### config.mk
export PLATFORM = sky130hd
export DESIGN_NAME = rf_multiport_sb_flat
export DESIGN_NICKNAME = d
export VERILOG_FILES = /design/src/rtl/rf_multiport_sb_if.sv /design/src/rtl/rf_multiport_sb.sv /design/src/flat_wrapper.sv
export SDC_FILE = /design/constraint.sdc
export NUM_CORES = 2
export LEC_CHECK = 0
export CAP_MARGIN = 20
export CELL_PAD_IN_SITES_DETAIL_PLACEMENT = 1
export CELL_PAD_IN_SITES_GLOBAL_PLACEMENT = 1
export CORE_MARGIN = 3
export CORE_UTILIZATION = 48
export DETAILED_ROUTE_END_ITERATION = 10
export PLACE_DENSITY = 0.75
export SYNTH_ARGS = -nofsm -noshare
export SYNTH_HDL_FRONTEND = slang
export SYNTH_SLANG_ARGS = --single-unit
### constraint.sdc
create_clock -name clk -period 41.1 [get_ports clk]
set_clock_uncertainty 0.1 [all_clocks]
set_input_delay 8.22 -clock clk [delete_from_list [all_inputs] [get_ports clk]]
set_output_delay 8.22 -clock clk [all_outputs]
set_load 0.01 [all_outputs]
### src/rtl/rf_multiport_sb_if.sv
// rf_multiport_sb_if
//   Bundles the register-file traffic between the pipeline and rf_multiport_sb.
//   Ports carried (all from the pipeline's point of view):
//     we, waddr, wdata        WB-stage write
//     raddr / rdata / rbusy   packed ID-stage operand reads and busy bits
//     issue, issue_addr       ID-stage scoreboard set
//     dbg_addr / dbg_data     registered debug tap
//   master = pipeline side, slave = register file.
interface rf_multiport_sb_if #(
  parameter int DATA_W = 32,
  parameter int ADDR_W = 5,
  parameter int NUM_RD = 2
);
  logic                     we;
  logic [ADDR_W-1:0]        waddr;
  logic [DATA_W-1:0]        wdata;
  logic [NUM_RD*ADDR_W-1:0] raddr;
  logic [NUM_RD*DATA_W-1:0] rdata;
  logic [NUM_RD-1:0]        rbusy;
  logic                     issue;
  logic [ADDR_W-1:0]        issue_addr;
  logic [ADDR_W-1:0]        dbg_addr;
  logic [DATA_W-1:0]        dbg_data;

  modport master (
    output we, waddr, wdata, raddr, issue, issue_addr, dbg_addr,
    input  rdata, rbusy, dbg_data
  );

  modport slave (
    input  we, waddr, wdata, raddr, issue, issue_addr, dbg_addr,
    output rdata, rbusy, dbg_data
  );
endinterface

### src/rtl/rf_multiport_sb.sv
// rf_multiport_sb
//   Multi-read-port register file with write-to-read bypass, a per-register
//   busy scoreboard for hazard detection and a registered debug tap.
//   Ports:
//     clk   rising-edge clock
//     rst   asynchronous active-high reset (clears data, busy bits, debug tap)
//     bus   rf_multiport_sb_if.slave: write port, NUM_RD packed read ports with
//           busy flags, scoreboard issue port, debug tap address/data
module rf_multiport_sb #(
  parameter int DATA_W   = 32,
  parameter int ADDR_W   = 5,
  parameter int NUM_RD   = 2,
  parameter int ZERO_REG = 1,
  parameter int BYPASS   = 1
) (
  input  logic               clk,
  input  logic               rst,
  rf_multiport_sb_if.slave   bus
);

  localparam int DEPTH = 2 ** ADDR_W;

  logic [DATA_W-1:0]        mem [DEPTH];
  logic [DEPTH-1:0]         busy;
  logic [DEPTH-1:0]         busyNext;
  logic [DATA_W-1:0]        dbgDataReg;
  logic                     writeKeep;

  // Lookups 0..NUM_RD-1 serve the read ports; lookup NUM_RD serves the debug tap.
  logic [DATA_W-1:0]        lookData [NUM_RD+1];
  logic                     lookBusy [NUM_RD];
  logic [NUM_RD*DATA_W-1:0] rdataPacked;
  logic [NUM_RD-1:0]        rbusyPacked;

  // Writes to register 0 are dropped when it is hardwired to zero.
  assign writeKeep = bus.we && !((ZERO_REG != 0) && (bus.waddr == '0));

  genvar gi;
  generate
    for (gi = 0; gi <= NUM_RD; gi++) begin : gLookup
      logic [ADDR_W-1:0] addr;
      logic              isZero;
      logic              isBypass;

      if (gi < NUM_RD) begin : gPort
        assign addr         = bus.raddr[gi*ADDR_W +: ADDR_W];
        // A register being written this cycle is already resolved when bypassed.
        assign lookBusy[gi] = busy[addr] & ~isBypass;
      end else begin : gDbg
        assign addr = bus.dbg_addr;
      end

      assign isZero       = (ZERO_REG != 0) && (addr == '0);
      assign isBypass     = (BYPASS != 0) && bus.we && (bus.waddr == addr);
      // Zero-register rule outranks the bypass, so x0 never forwards wdata.
      assign lookData[gi] = isZero   ? '0 :
                            isBypass ? bus.wdata : mem[addr];
    end
  endgenerate

  always_comb begin
    rdataPacked = '0;
    rbusyPacked = '0;
    for (int k = 0; k < NUM_RD; k++) begin
      rdataPacked[k*DATA_W +: DATA_W] = lookData[k];
      rbusyPacked[k]                  = lookBusy[k];
    end
  end

  assign bus.rdata    = rdataPacked;
  assign bus.rbusy    = rbusyPacked;
  assign bus.dbg_data = dbgDataReg;

  // Clear for the retiring writer first, then set for the issuing one, so a
  // same-address collision leaves the register busy for the newer writer.
  always_comb begin
    busyNext = busy;
    if (bus.we) begin
      busyNext[bus.waddr] = 1'b0;
    end
    if (bus.issue) begin
      busyNext[bus.issue_addr] = 1'b1;
    end
    if (ZERO_REG != 0) begin
      busyNext[0] = 1'b0;
    end
  end

  always_ff @(posedge clk or posedge rst) begin
    if (rst) begin
      for (int i = 0; i < DEPTH; i++) begin
        mem[i] <= '0;
      end
    end else if (writeKeep) begin
      mem[bus.waddr] <= bus.wdata;
    end
  end

  always_ff @(posedge clk or posedge rst) begin
    if (rst) begin
      busy       <= '0;
      dbgDataReg <= '0;
    end else begin
      busy       <= busyNext;
      dbgDataReg <= lookData[NUM_RD];
    end
  end

endmodule

### src/flat_wrapper.sv
// flat-port wrapper written by rule: the top's interface ports become plain ports
module rf_multiport_sb_flat 
#(
  parameter int DATA_W   = 32,
  parameter int ADDR_W   = 5,
  parameter int NUM_RD   = 2,
  parameter int ZERO_REG = 1,
  parameter int BYPASS   = 1
)
  (clk, rst, bus_we, bus_waddr, bus_wdata, bus_raddr, bus_issue, bus_issue_addr, bus_dbg_addr, bus_rdata, bus_rbusy, bus_dbg_data);
  rf_multiport_sb_if #(.DATA_W(DATA_W), .ADDR_W(ADDR_W), .NUM_RD(NUM_RD)) bus_i ();
  input  logic clk;
  input  logic rst;
  input wire logic [$bits(bus_i.we)-1:0] bus_we;
  input wire logic [$bits(bus_i.waddr)-1:0] bus_waddr;
  input wire logic [$bits(bus_i.wdata)-1:0] bus_wdata;
  input wire logic [$bits(bus_i.raddr)-1:0] bus_raddr;
  input wire logic [$bits(bus_i.issue)-1:0] bus_issue;
  input wire logic [$bits(bus_i.issue_addr)-1:0] bus_issue_addr;
  input wire logic [$bits(bus_i.dbg_addr)-1:0] bus_dbg_addr;
  output wire logic [$bits(bus_i.rdata)-1:0] bus_rdata;
  output wire logic [$bits(bus_i.rbusy)-1:0] bus_rbusy;
  output wire logic [$bits(bus_i.dbg_data)-1:0] bus_dbg_data;
  assign bus_i.we = bus_we;
  assign bus_i.waddr = bus_waddr;
  assign bus_i.wdata = bus_wdata;
  assign bus_i.raddr = bus_raddr;
  assign bus_i.issue = bus_issue;
  assign bus_i.issue_addr = bus_issue_addr;
  assign bus_i.dbg_addr = bus_dbg_addr;
  assign bus_rdata = bus_i.rdata;
  assign bus_rbusy = bus_i.rbusy;
  assign bus_dbg_data = bus_i.dbg_data;
  rf_multiport_sb #(.DATA_W(DATA_W), .ADDR_W(ADDR_W), .NUM_RD(NUM_RD), .ZERO_REG(ZERO_REG), .BYPASS(BYPASS)) u_core (.clk(clk), .rst(rst), .bus(bus_i));
endmodule
# After elaboration in Yosys (flattened, before gate mapping)
# Cells that the tools add are included.
dict set report totals {
  register_bits 1087
  latchBits 0
  mem_bits_rw 0
  mem_bits_ro 0
  in_bits 61
  output_inout_bits 98
  word_cells 99
  memories 0
}
dict set report classes {
  add_sub_neg 0
  multipliers 0
  div_mod_pow 0
  n_lt_le_gt_ge 11
  n_eq_ne 3
  n_shift 0
  mux 28
  bitwise_logic 11
  reduce_logical 12
}
# op count
set ops {}
lappend ops {{$bwmux 1024} 1}
lappend ops {{$bmux 32 s5} 3}
lappend ops {{$mux 32} 15}
lappend ops {{$demux 32 s5} 1}
lappend ops {{$and 32x32->32} 1}
lappend ops {{$not 32->32} 1}
lappend ops {{$or 32x32->32} 1}
lappend ops {{$ge 6x6->1 const B} 4}
lappend ops {{$lt 5x6->1 const B} 4}
lappend ops {{$not 5->6} 4}
lappend ops {{$logic_not 5->1} 4}
lappend ops {{$eq 5x5->1} 3}
lappend ops {{$bmux 1 s5} 2}
lappend ops {{$demux 1 s5} 2}
lappend ops {{$ge 5x1->1 const B} 2}
lappend ops {{$logic_and 1x1->1} 7}
lappend ops {{$lt 6x1->1 const B} 1}
lappend ops {{$mux 1} 4}
lappend ops {{$and 1x1->1} 2}
lappend ops {{$not 1->1} 2}
lappend ops {{$logic_not 1->1} 1}

# Logic depth before layout (Yosys ltp)
dict set report logic_depth {
  word_depth 9
  depth_mapped 10
}

# Worst setup path before layout
# OpenSTA, ideal clock, no wires.
dict set report synth_timing {
  path_type {input-to-output}
  startpoint {in bus_raddr[5]}
  endpoint {out bus_rdata[33]}
  arrival_ns 9.929
  t_required_ns 32.780
  slack_ns 22.851
  path_stages 8
  path_buffers 4
  path_cell_list {buf_2 buf_2 buf_2 mux4_2 mux2i_1 a22oi_1 a32o_1 buf_4}
}
# item line
set synth_rtl {}
lappend synth_rtl {{from (decl)} flat_wrapper.sv:17} ;# input wire logic [$bits(bus_i.raddr)-1:0] bus_raddr;
lappend synth_rtl {{to (decl)} flat_wrapper.sv:21} ;# output wire logic [$bits(bus_i.rdata)-1:0] bus_rdata;

# Worst setup path after layout
dict set report layout_timing {
  startpoint {in bus_waddr[0]}
  endpoint {out bus_rdata[6]}
}
dict set report layout_via {
  elab_chain_cells 4
}
# item line
set layout_lines {}
lappend layout_lines {{from (decl)} flat_wrapper.sv:15} ;# input wire logic [$bits(bus_i.waddr)-1:0] bus_waddr;
lappend layout_lines {{$eq 5x5->1} rf_multiport_sb.sv:54} ;# assign isBypass = (BYPASS != 0) && bus.we && (bus.waddr == addr);
lappend layout_lines {{$logic_and 1x1->1} rf_multiport_sb.sv:54}
lappend layout_lines {{$mux 32} rf_multiport_sb.sv:57} ;# isBypass ? bus.wdata : mem[addr];
lappend layout_lines {{$mux 32} rf_multiport_sb.sv:56} ;# assign lookData[gi] = isZero ? '0 :
# Every way passes these cells.

==> results.json <==
{
  "port_buffers": 158,
  "switch_share_pct": 30.4,
  "wl_per_cell_um": 40.4,
  "drive_above_1_share_pct": 46.1,
  "tritoncts": "built",
  "cts_resized": 0,
  "initial_core_util_pct": 48.6,
  "cts.hold.buffers_added": 0,
  "worst_skew_pair.late_latency_ns": 0.77,
  "timing.critical_path.fanout_max": 22,
  "power-per-cell-area_nw_per_um2": 48.2,
  "crit_required_ns": 32.78,
  "synthCells": 4639,
  "min_path_type": "reg -> reg",
  "die_w_um": 377,
  "finalInstanceArea_um2": 72800,
  "remaining_number_of_nets_flagged_by_the_antenna_check_after_routing": 0,
  "placementRows": 135,
  "synth.avg_cell_area_um2": 14.3,
  "cts_htree_levels": 3,
  "fill_cells": 12800,
  "clkSinkCount": 1087,
  "final_slew_violations": 0,
  "grt.overflow.total": 0,
  "final_nets": 4523,
  "cell_depth_of_the_worst_hold_path": 0,
  "route.detailed.vias_per_inst": 7.58,
  "clock_tree_buf_depth": 3,
  "worstSetupPathDepth": 7,
  "groute.usage.overall_pct": 36.1,
  "yosys_warnings": 0,
  "critical_path_arrival_ns": 12.73,
  "seq_power_share_pct": 42.3,
  "post_detailed_route_drc_marker_count": 0,
  "fmaxAchievable_ghz": 0.0475,
  "netlist-cell-type-count": 58,
  "maxCapViolCount": 0,
  "placement.cell_area_um2": 68400,
  "run_status": "finished, final reports clean",
  "grt_antenna_before_repair": 18,
  "gp_routability_congestion": 0.845,
  "die-area_um2": 142000,
  "timing_worst_setup_path_type": "in -> out",
  "crit_path_max_incr_delay_ns": 1.09,
  "finalCriticalPeriod_ns": 21.05,
  "clkPwrFrac_pct": 33.2,
  "finalHoldWorstSlack_ns": 0.320,
  "die_h_um": 377,
  "ff2ff_path_depth": 4,
  "post_route_setup_tns_ns": 0,
  "number_of_synthesized_flops_with_an_enable_pin": 0,
  "pin_count": 159,
  "combinationalPowerShare_pct": 24.5,
  "postSynth.asyncResetShare_pct": 100,
  "hpwl_reported_at_the_end_of_detailed_placement_mm": 142,
  "crit_family": "simple AND/OR/NAND/NOR gates",
  "via_count_of_the_first_global_routing_pass": 49900,
  "setup_viol": 0,
  "total_routed_wirelength_mm": 257,
  "coreArea_um2": 136000,
  "drt_iter0_drc": 6194,
  "cts_root_buf": "sky130_fd_sc_hd__clkbuf_16",
  "flip_flop_cell_with_the_highest_count_after_synthesis": "sky130_fd_sc_hd__dfrtp_1",
  "syn2layout_area_growth_pct": 9.85,
  "drt_pass1_iterations": 6,
  "path_buf_inv": 2,
  "switching_power_w": 0.00106,
  "cts.repair_timing.setup_buffer_count": 0,
  "mappedNetlistArea_um2": 66200,
  "critical-path-top-cell-by-count": "sky130_fd_sc_hd__clkdlybuf4s50_1",
  "dp.cells": 6115,
  "synth-seq-cells": 1087,
  "critPathLaunchType": "input pin",
  "worst-slew-pin-transition_ns": 1.26,
  "synth.net_count": 4700,
  "power_report.internal_total_w": 0.00244,
  "via_count": 48200,
  "number_of_buffers_added_by_the_clock_tree_synthesis_step": 121,
  "vdd_ir_drop_max_mv": 0.0399,
  "cp-end-kind": "primary output",
  "grt_pass1_wl_mm": 370,
  "stdcell_count": 6358,
  "pin_count_of_the_biggest_net_entering_global_routing": 151,
  "hold_viol_final": 0,
  "synth.yosys.seq_area_share_pct": 41.1,
  "cp_cell_sequence": "clkdlybuf4s50_1 -> xor2_1 -> nor4_1 -> nand3_4 -> nor2b_2 -> a221o_1 -> clkdlybuf4s50_1",
  "critical_path.slowest_cell": "sky130_fd_sc_hd__nor2b_2",
  "relSlewSlack_pct": 15.5,
  "grt_setup_unrepaired": "false",
  "finalCritPeriodShare_pct": 51.2,
  "power.static_leakage_nw": 30.6,
  "clk_transition_reported_paths_ns": 0.06
}
## cells by family after synthesis
family | count (synthesis) | share of synthesized area, %
xor gates and xnor gates | 15 | 0.198
and+or+nand+nor | 285 | 2.11
buffers and inverters | 610 | 4.88
DFF | 1087 | 41.1
AOI/OAI and AO/OA | 616 | 6.81
muxes | 2026 | 44.9
## synth_stat cells, drive strengths merged (6+ instances only)
| library cell | count | area share, % |
|---|---|---|
| a21oi | 58 | 0.44 |
| a221o | 20 | 0.30 |
| a221oi | 21 | 0.28 |
| a22o | 17 | 0.22 |
| a22oi | 208 | 2.4 |
| a32o | 32 | 0.48 |
| and3 | 11 | 0.10 |
| buf | 366 | 3.5 |
| clkbuf | 240 | 1.4 |
| dfrtp | 1087 | 41 |
| mux2 | 995 | 17 |
| mux2i | 373 | 5.6 |
| mux4 | 658 | 22 |
| nand2 | 92 | 0.52 |
| nand3 | 39 | 0.29 |
| nand3b | 11 | 0.12 |
| nor2 | 71 | 0.42 |
| nor2b | 10 | 0.094 |
| nor3 | 7 | 0.060 |
| nor3b | 13 | 0.17 |
| o2111ai | 6 | 0.079 |
| o211ai | 25 | 0.28 |
| o21ai | 69 | 0.52 |
| o221a | 29 | 0.49 |
| o221ai | 13 | 0.17 |
| o22a | 10 | 0.13 |
| o22ai | 97 | 0.92 |
| xnor2 | 9 | 0.12 |
| xor2 | 6 | 0.079 |
## area by class of cell
type | count | area, µm² | share of cell area (%)
Tap cell | 1781 | 2230 | 3.06
Multi-Input combinational cell | 2942 | 36100 | 49.7
Inverter | 4 | 22.5 | 0.0310
Timing Repair Buffer | 306 | 2880 | 3.95
Sequential cell | 1087 | 27200 | 37.4
Clock buffer | 174 | 3600 | 4.94
Antenna cell | 10 | 25.0 | 0.0344
Clock inverter | 54 | 653 | 0.898
## state kept, by name, indices dropped and copies added, names as in the netlist
name and count:
u_core.mem 1024, u_core.busy 31, u_core.bus.dbg_data 32
## placed cells by master (no fill, tap or decap), types with 13 or more instances in the layout
cell type / instances
sky130_fd_sc_hd__dfrtp_1: 1087
sky130_fd_sc_hd__mux2_2: 984
sky130_fd_sc_hd__mux4_2: 658
sky130_fd_sc_hd__mux2i_1: 373
sky130_fd_sc_hd__a22oi_1: 208
sky130_fd_sc_hd__clkdlybuf4s50_1: 146
sky130_fd_sc_hd__buf_4: 138
sky130_fd_sc_hd__clkbuf_16: 121
sky130_fd_sc_hd__o22ai_1: 97
sky130_fd_sc_hd__nand2_1: 76
sky130_fd_sc_hd__a21oi_1: 58
sky130_fd_sc_hd__o21ai_0: 53
sky130_fd_sc_hd__nor2_1: 48
sky130_fd_sc_hd__nand3_1: 37
sky130_fd_sc_hd__clkbuf_8: 37
sky130_fd_sc_hd__a32o_1: 32
sky130_fd_sc_hd__clkinv_2: 30
sky130_fd_sc_hd__o211ai_1: 25
sky130_fd_sc_hd__a221oi_1: 21
sky130_fd_sc_hd__nor2_4: 20
sky130_fd_sc_hd__o221a_2: 20
sky130_fd_sc_hd__a221o_1: 20
sky130_fd_sc_hd__a22o_1: 17
sky130_fd_sc_hd__clkbuf_1: 16
sky130_fd_sc_hd__o21ai_1: 15
sky130_fd_sc_hd__o221ai_1: 13
## layer usage
layer	routed length, µm	GRT usage (%)	vias to the layer above
li1	-	-	18000
met1	97100	48.4	25900
met2	113000	53.1	3349
met3	29200	10.0	870
met4	17300	20.2	10
met5	139	0.446	-
## final timing paths
check	startpoint	endpoint	slack [ns]
max	bus_waddr[0]	bus_rdata[6]	20.05
min	u_core.mem[1003]$_DFFE_PP0P_	u_core.mem[1003]$_DFFE_PP0P_	0.32
min reg2reg	u_core.mem[1003]$_DFFE_PP0P_	u_core.mem[1003]$_DFFE_PP0P_	0.32
max in group asynchronous	rst	u_core.mem[113]$_DFFE_PP0P_	28.98
max reg2reg	u_core.mem[8]$_DFFE_PP0P_	u_core.bus.dbg_data[8]$_DFF_PP0_	39.09
min in group asynchronous	rst	u_core.mem[475]$_DFFE_PP0P_	7.88
## metrics by stage
step                      total power, W  util (%)  setup slack [ns]
after global placement           0.00228      50.1             20.30
after CTS                        0.00349      53.3             20.29
final                            0.00350      53.4             20.05
after floorplan                  0.00206         -              2.18
after global routing             0.00363      53.4             20.00
after detailed placement         0.00232      50.2             20.30
## power by group through the flow
stage / sequential, W / clock (W) / combinational (W)
2_1_floorplan: 0.00142 / 0 / 0.000640
3_3_place_gp: 0.00146 / 0 / 0.000815
3_5_place_dp: 0.00149 / 0 / 0.000838
4_1_cts: 0.00147 / 0.00117 / 0.000848
5_1_grt: 0.00151 / 0.00122 / 0.000904
6_report: 0.00148 / 0.00116 / 0.000858
No activity file was read; power rests on OpenSTA's default activity.
